===== src/rtl/fifo_uart_tx_pkg.sv =====
// Shared definitions for the FIFO-drain UART transmitter:
// FSM state encodings and serial line levels.
package fifo_uart_tx_pkg;

  typedef enum logic [2:0] {
    S_IDLE   = 3'd0,
    S_FETCH  = 3'd1,
    S_LOAD   = 3'd2,
    S_START  = 3'd3,
    S_DATA   = 3'd4,
    S_PARITY = 3'd5,
    S_STOP   = 3'd6
  } state_t;

  localparam logic LINE_IDLE = 1'b1;
  localparam logic START_BIT = 1'b0;

endpackage


===== src/rtl/uart_baud_gen.sv =====
// Bit-period counter for the UART transmitter. Counts 0..CLKS_PER_BIT-1
// while not cleared; o_tick marks the last cycle of a bit period and
// o_pre_tick the cycle before it.
module uart_baud_gen #(
  parameter int CLKS_PER_BIT = 16
) (
  input  logic clk,
  input  logic rst,
  input  logic i_clear,
  output logic o_tick,
  output logic o_pre_tick
);

  localparam int CW = (CLKS_PER_BIT > 1) ? $clog2(CLKS_PER_BIT) : 1;
  localparam logic [CW-1:0] LAST = CW'(CLKS_PER_BIT - 1);
  localparam logic [CW-1:0] PRE  = CW'(CLKS_PER_BIT - 2);

  logic [CW-1:0] r_count;

  // Free-running bit-period counter, held at zero while cleared.
  // NOTE: sequential state uses non-blocking (<=) so every flop samples pre-edge values.
  always_ff @(posedge clk) begin
    if (rst || i_clear) begin
      r_count <= '0;
    end else if (r_count == LAST) begin
      r_count <= '0;
    end else begin
      r_count <= r_count + CW'(1);
    end
  end

  assign o_tick     = !i_clear && (r_count == LAST);
  assign o_pre_tick = !i_clear && (r_count == PRE);

endmodule


===== src/rtl/fifo_uart_tx.sv =====
// Drain stage for a synchronous FIFO: pops one byte at a time and sends it
// as an async UART frame (start, data LSB first, optional parity, stop).
// Optional feature: define FIFO_UART_TX_PARITY_EN to insert an even-parity bit.
module fifo_uart_tx
  import fifo_uart_tx_pkg::*;
#(
  parameter int DATA_WIDTH   = 8,
  parameter int CLKS_PER_BIT = 16,
  parameter int STOP_BITS    = 1
) (
  input  logic                  clk,
  input  logic                  rst,
  input  logic                  i_fifo_empty,
  output logic                  o_fifo_rd_en,
  input  logic [DATA_WIDTH-1:0] i_fifo_rdata,
  input  logic                  i_tx_enable,
  output logic                  o_tx,
  output logic                  o_busy,
  output logic                  o_frame_done
);

  localparam int BW = $clog2(DATA_WIDTH + 1);
  localparam logic [BW-1:0] LAST_DATA = BW'(DATA_WIDTH - 1);
  localparam logic [BW-1:0] LAST_STOP = BW'(STOP_BITS - 1);

  state_t                r_state;
  logic [DATA_WIDTH-1:0] r_shift;
  logic [BW-1:0]         r_bit_idx;
  logic                  r_tx;
  logic                  r_rd_en;
  logic                  r_busy;
  logic                  r_done;
`ifdef FIFO_UART_TX_PARITY_EN
  logic                  r_parity;
`endif

  logic w_baud_clr;
  logic w_tick;
  logic w_pre_tick;
  logic w_last_stop;

  // The bit timer only runs once a byte is loaded and a bit is on the line.
  assign w_baud_clr  = (r_state == S_IDLE) || (r_state == S_FETCH) || (r_state == S_LOAD);
  assign w_last_stop = (r_state == S_STOP) && (r_bit_idx == LAST_STOP);

  uart_baud_gen #(
    .CLKS_PER_BIT(CLKS_PER_BIT)
  ) u_baud (
    .clk       (clk),
    .rst       (rst),
    .i_clear   (w_baud_clr),
    .o_tick    (w_tick),
    .o_pre_tick(w_pre_tick)
  );

  // Frame sequencer: pop handshake, shift register and registered line outputs.
  always_ff @(posedge clk) begin
    if (rst) begin
      // NOTE: the shift register is reset as well so no stale payload survives a mid-frame reset.
      r_state   <= S_IDLE;
      r_shift   <= '0;
      r_bit_idx <= '0;
      r_tx      <= LINE_IDLE;
      r_rd_en   <= 1'b0;
      r_busy    <= 1'b0;
      r_done    <= 1'b0;
`ifdef FIFO_UART_TX_PARITY_EN
      r_parity  <= 1'b0;
`endif
    end else begin
      r_rd_en <= 1'b0;
      r_done  <= 1'b0;
      case (r_state)
        S_IDLE: begin
          r_tx <= LINE_IDLE;
          if (i_tx_enable && !i_fifo_empty) begin
            r_rd_en <= 1'b1;
            r_busy  <= 1'b1;
            r_state <= S_FETCH;
          end
        end
        S_FETCH: begin
          // The FIFO pops on this edge; its data is valid during LOAD.
          r_state <= S_LOAD;
        end
        S_LOAD: begin
          r_shift  <= i_fifo_rdata;
`ifdef FIFO_UART_TX_PARITY_EN
          r_parity <= ^i_fifo_rdata;
`endif
          r_tx     <= START_BIT;
          r_state  <= S_START;
        end
        S_START: begin
          if (w_tick) begin
            r_tx      <= r_shift[0];
            r_shift   <= r_shift >> 1;
            r_bit_idx <= '0;
            r_state   <= S_DATA;
          end
        end
        S_DATA: begin
          if (w_tick) begin
            if (r_bit_idx == LAST_DATA) begin
              r_bit_idx <= '0;
`ifdef FIFO_UART_TX_PARITY_EN
              r_tx      <= r_parity;
              r_state   <= S_PARITY;
`else
              r_tx      <= LINE_IDLE;
              r_state   <= S_STOP;
`endif
            end else begin
              r_tx      <= r_shift[0];
              r_shift   <= r_shift >> 1;
              r_bit_idx <= r_bit_idx + BW'(1);
            end
          end
        end
`ifdef FIFO_UART_TX_PARITY_EN
        S_PARITY: begin
          if (w_tick) begin
            r_tx      <= LINE_IDLE;
            r_bit_idx <= '0;
            r_state   <= S_STOP;
          end
        end
`endif
        S_STOP: begin
          // frame_done is registered, so raise it one cycle ahead of the final tick.
          if (w_last_stop && w_pre_tick) begin
            r_done <= 1'b1;
          end
          if (w_tick) begin
            if (w_last_stop) begin
              r_busy    <= 1'b0;
              r_bit_idx <= '0;
              r_state   <= S_IDLE;
            end else begin
              r_bit_idx <= r_bit_idx + BW'(1);
            end
          end
        end
        default: begin
          r_tx    <= LINE_IDLE;
          r_busy  <= 1'b0;
          r_state <= S_IDLE;
        end
      endcase
    end
  end

  assign o_tx         = r_tx;
  assign o_fifo_rd_en = r_rd_en;
  assign o_busy       = r_busy;
  assign o_frame_done = r_done;

endmodule


===== config.mk =====
export PLATFORM = sky130hd
export DESIGN_NAME = fifo_uart_tx
export DESIGN_NICKNAME = d
export VERILOG_FILES = /design/src/rtl/fifo_uart_tx_pkg.sv /design/src/rtl/uart_baud_gen.sv /design/src/rtl/fifo_uart_tx.sv
export SDC_FILE = /design/constraint.sdc
export NUM_CORES = 1
export LEC_CHECK = 0
export CAP_MARGIN = 20
export CORE_MARGIN = 10
export CORE_UTILIZATION = 45
export DETAILED_ROUTE_END_ITERATION = 8
export GPL_TIMING_DRIVEN = 0
export PLACE_DENSITY = 0.75
export SLEW_MARGIN = 40
export SYNTH_ARGS = -nofsm -noshare
export SYNTH_HDL_FRONTEND = slang
export SYNTH_SLANG_ARGS = --single-unit

===== constraint.sdc =====
create_clock -name clk -period 4.1 [get_ports clk]
set_input_delay 0.82 -clock clk [delete_from_list [all_inputs] [get_ports clk]]
set_output_delay 0.82 -clock clk [all_outputs]
set_load 0.02 [all_outputs]

* Word-level counts from Yosys, hierarchy flattened *
Cells that the tools add are included.

operators by class
  eq/ne operators = 15
  reduce and logical (&&, ||, !) cells = 24
  multiplexer cells = 27
  bitwise gates (word level) = 4
  add/sub/neg operators = 2

operators with widths
  cell                   count
  $mux W8                3
  $pmux W8 S3            1
  $mux W4                5
  $mux W3                6
  $pmux W3 S6            1
  $pmux W4 S3            1
  $reduce_and A4 Y1      3
  $add A4 B1 Y4 const B  2
  $eq A4 B4 Y1 const B   2
  $mux W1                8
  $ne A2 B1 Y1 const B   4
  $reduce_or A2 Y1       4
  $eq A3 B2 Y1 const B   2
  $eq A3 B3 Y1 const B   2
  $ne A2 B2 Y1 const B   3
  $reduce_and A6 Y1      1
  $reduce_bool A3 Y1     2
  $logic_and A1 B1 Y1    5
  $eq A4 B3 Y1 const B   1
  $logic_not A4 Y1       1
  $not A1 Y1             4
  $pmux W1 S4            1
  $reduce_or A4 Y1       1
  $eq A3 B1 Y1 const B   1
  other kinds (5)        8

storage, ports and cells
  bits of input ports = 12
  logic and storage cells = 80
  register bits after elaboration = 23

* Longest topological paths before layout *
  word-level depth = 7
  mapped depth = 7
  mapped depth without buffers = 6

* By module *
Synthesis repeated with hierarchy kept, for this count alone.

second synthesis, totals
  cell total of the unflattened synthesis = 150
  area total of the unflattened synthesis = 1280.0 µm²

modules (own cells, without submodules)
  module         area an instance (µm²)  times used  sequential area each (µm²)  cells an instance
  fifo_uart_tx   1102.3                  1           380.4                       132
  uart_baud_gen  177.7                   1           80.1                        18

* Least setup slack after synthesis *
Ideal clock, no wire load.

  path type = input port to flip-flop
  start = input i_fifo_empty
  end = register r_busy, in the netlist o_busy
  cell stages on the path = 4
  buffers on the path = 0
  slack = 2.380 ns
  arrival time = 1.634 ns
  required time = 4.014 ns
  cells stage by stage = or3b_2 > nor3_1 > nor2_1 > a211oi_1

on the way
  cells in the longest elaborated chain, start to end = 4

ends and longest elaborated chain
  item                         RTL line             text
  from (decl)                  fifo_uart_tx.sv:13   input logic i_fifo_empty,
  $logic_not A1 Y1             fifo_uart_tx.sv:76   if (i_tx_enable && !i_fifo_empty) begin
  $logic_and A1 B1 Y1          fifo_uart_tx.sv:76
  $ne A2 B1 Y1 (no line)       n/a
  $reduce_and A4 Y1 (no line)  n/a
  to (signal assigned)         fifo_uart_tx.sv:65   r_busy <= 1'b0;
  to (signal assigned)         fifo_uart_tx.sv:78   r_busy <= 1'b1;
  to (signal assigned)         fifo_uart_tx.sv:136  r_busy <= 1'b0;
  to (decl)                    fifo_uart_tx.sv:31   logic r_busy;

Every way passes these cells.
A chain may end at the register's enable or synchronous reset.

* Worst setup path in the final report *
  start = input rst
  end = register r_busy, in the netlist o_busy

RTL lines
  item         RTL line            text
  from (decl)  fifo_uart_tx.sv:12  input logic rst,

No word-level cell between the ends.

==> results.cfg <==
[finish]
layout-drive-gt1-share_pct = 14.5
num_antenna_cells = 0
fill_cells = 276
fin_cells = 212
areaGrowthSynthToFinish_pct = 15.9
nets = 196
final_cell_area_um2 = 1610

[setup_path]
crit_path_top_delay_cell = clkdlybuf4s50_1
path_cells = clkdlybuf4s50_1, clkbuf_1, clkbuf_1, a211oi_1
rrSetupSlack_ps = 2170
worstSetupEndpointType = flip-flop
r2r-end = o_tx$_SDFFE_PP1P_
crit_path_start_kind = input pin
crit_fanout = 10
startpoint = rst
crit_type = input pin to flip-flop
r2r_start = r_bit_idx[1]$_SDFFE_PP0P_
worst_path_most_repeated_cell = clkbuf_1
critPathCapture = o_busy$_SDFFE_PP0P_
arrival_ps = 2580
rr_worst_depth = 6
required_ps = 4290
slowest_delay_ps = 630

[placement]
placed_area_um2 = 1580
dpl.hpwl_um = 2540
port_buffers = 15
dp_slack_ps = 1360
gp_congestion = 0.848
placed_cells = 208

[synth]
yosysSeqAreaShare_pct = 33.2
ys_warn_count = 0
ys_types = 43
syn_avg_cell_area_um2 = 8.68
synth_nets = 176
ys_async_sr_fraction_pct = 0
yosys.area.top_type = dfxtp_1
synth_cells = 160
synthFlopType = dfxtp_1
ys_ff_latch = 23
synth_edf_count = 0
syn_area_um2 = 1390
netlist.area_leader.share_pct = 33.2
yosys-top-cells-area = dfxtp_1 (33%), nor2b_1 (5.4%), o21ai_0 (4.7%)

[detailed_routing]
viasPerCell = 5.98
dr.first_iter.drc_count = 33
first_pass_iters = 4
vias = 1267
ant_nets = 0
drc = 0
routed_wl_um = 3380
wl_per_cell_um = 15.9

[clocking]
insertion_delay_ps = 320
clk_pin_slew_ps = 140
post_cts_resized = 0
clock_path_buffers = 2
cts_tree = built
holdBufCountCts = 0
post_cts_buffers = 0
htree_levels = 1
clock-root-buffer = clkbuf_4
clock_sink_count = 23
cts_made_buffers = 3

[timing]
fin_ws_ps = 1710
tightest_slew_ps = 665
hold_violations = 0
drv_slew = 0
timing.fmax_ghz = 0.418
slew_headroom_pct = 55.7
finalSetupTns_ps = 0
rsz0062_at_grt = false
fin_worst_skew_ps = 5.45
period_needed_ps = 2390
period_share_pct = 58.4
setup_violations = 0

[floorplan]
die_area_um2 = 5710
fp.dieH_um = 75.6
ios = 16
start_util_pct = 46.3
die_w_um = 75.6
coreArea_um2 = 3000
std_cell_rows = 20

[flow_run]
maxCapViolCount = 0

[global_routing]
grt_max_degree = 15
grt_overflow = 0
grt_use_total_pct = 12.9
grt_pass1_wl_um = 5870
antenna_found_initial = 0
grt_pass1_vias = 1264

[power_and_ir_drop]
leakage_nw = 0.560
ir_drop_mv = 0.229
fin_total_pwr_mw = 0.430
power_density_nw_per_um2 = 267

[outcome]
outcome = complete, no violations

[hold_path]
hold_class = flip-flop to flip-flop
## report_power, final
group	switching [mW]	internal, mW	total (mW)
clock	0.0748	0.0373	0.112
combinational	0.0434	0.0377	0.0811
sequential	0.00493	0.232	0.237
total	0.123	0.307	0.430
## Yosys cell counts (4+ instances only)
cell type  instances
o41ai_2            4
buf_2              8
nor3_1             4
ha_1               4
nand3_1            6
clkbuf_1           4
a211oi_1           4
mux2i_1            5
o21ai_0           13
nor2b_1           12
a21oi_1            7
dfxtp_1           23
nand2_1            7
nor2_1            12
nand4_1            7
## kinds of logic after synthesis
group,after synthesis,share of synthesized area (%)
AND/OR/NAND/NOR,68,29.2
multiplexers,5,3.60
AO/OA/AOI/OAI,40,22.4
flip-flops,23,33.2
adder cells (fa/ha/maj),4,3.60
XOR/XNOR,3,1.89
buffers and inverters,17,6.13
## worst min path at each step
stage	start	to	slack [ps]	depth (start not counted)
after global placement	u_baud.r_count[0]$_SDFF_PP0_	u_baud.r_count[0]$_SDFF_PP0_	440	1
after CTS	u_baud.r_count[0]$_SDFF_PP0_	u_baud.r_count[0]$_SDFF_PP0_	490	1
final	u_baud.r_count[0]$_SDFF_PP0_	u_baud.r_count[0]$_SDFF_PP0_	480	1
after global routing	u_baud.r_count[0]$_SDFF_PP0_	u_baud.r_count[0]$_SDFF_PP0_	520	1
after floorplan	u_baud.r_count[0]$_SDFF_PP0_	u_baud.r_count[0]$_SDFF_PP0_	430	1
after detailed placement	u_baud.r_count[0]$_SDFF_PP0_	u_baud.r_count[0]$_SDFF_PP0_	460	1
## area by class of cell
type | instances | area (µm²) | share of cell area [%]
Multi-Input combinational cell | 120 | 843 | 52.4
Sequential cell | 23 | 460 | 28.6
Timing Repair Buffer | 15 | 150 | 9.32
Buffer | 14 | 73.8 | 4.58
Tap cell | 33 | 41.3 | 2.56
Clock buffer | 3 | 22.5 | 1.40
Inverter | 3 | 11.3 | 0.699
Clock inverter | 1 | 7.51 | 0.466
## per-stage QoR
step / hold WS, ps / utilization [%]
floorplan: 430 / -
global placement: 445 / 52.6
detailed placement: 461 / 52.6
CTS: 493 / 53.6
global route: 516 / 53.6
finish: 481 / 53.6
## registers in the layout, indices dropped and copies added, names as in the netlist
register	count
r_state	3
r_bit_idx	4
o_tx	1
o_fifo_rd_en	1
o_busy	1
r_shift	8
o_frame_done	1
u_baud.r_count	4
## worst max-delay path, delay by kind of cell
| family | cells | cell delay (ps) |
|---|---|---|
| compound gates | 1 | 100 |
| buf+inv | 3 | 1650 |
## cell usage in the layout (no fill, tap or decap), types with 5 or more instances in the layout
cell,count
nand4_1,7
nand3_1,6
nor2b_1,12
buf_2,8
nand2_1,7
dfxtp_1,23
nor2_1,12
o21ai_0,13
clkdlybuf4s50_1,15
a21oi_1,7
mux2i_1,5
## routing by layer
| metal | vias up | GRT usage (%) | wire, µm |
|---|---|---|---|
| li1 | 628 | - | - |
| met1 | 605 | 15.9 | 1570 |
| met2 | 28 | 21.2 | 1590 |
| met3 | 6 | 4.17 | 166 |
| met4 | 0 | 3.30 | 57 |
| met5 | - | 0 | 0 |
Note: power is estimated with default switching activity, not from simulation.
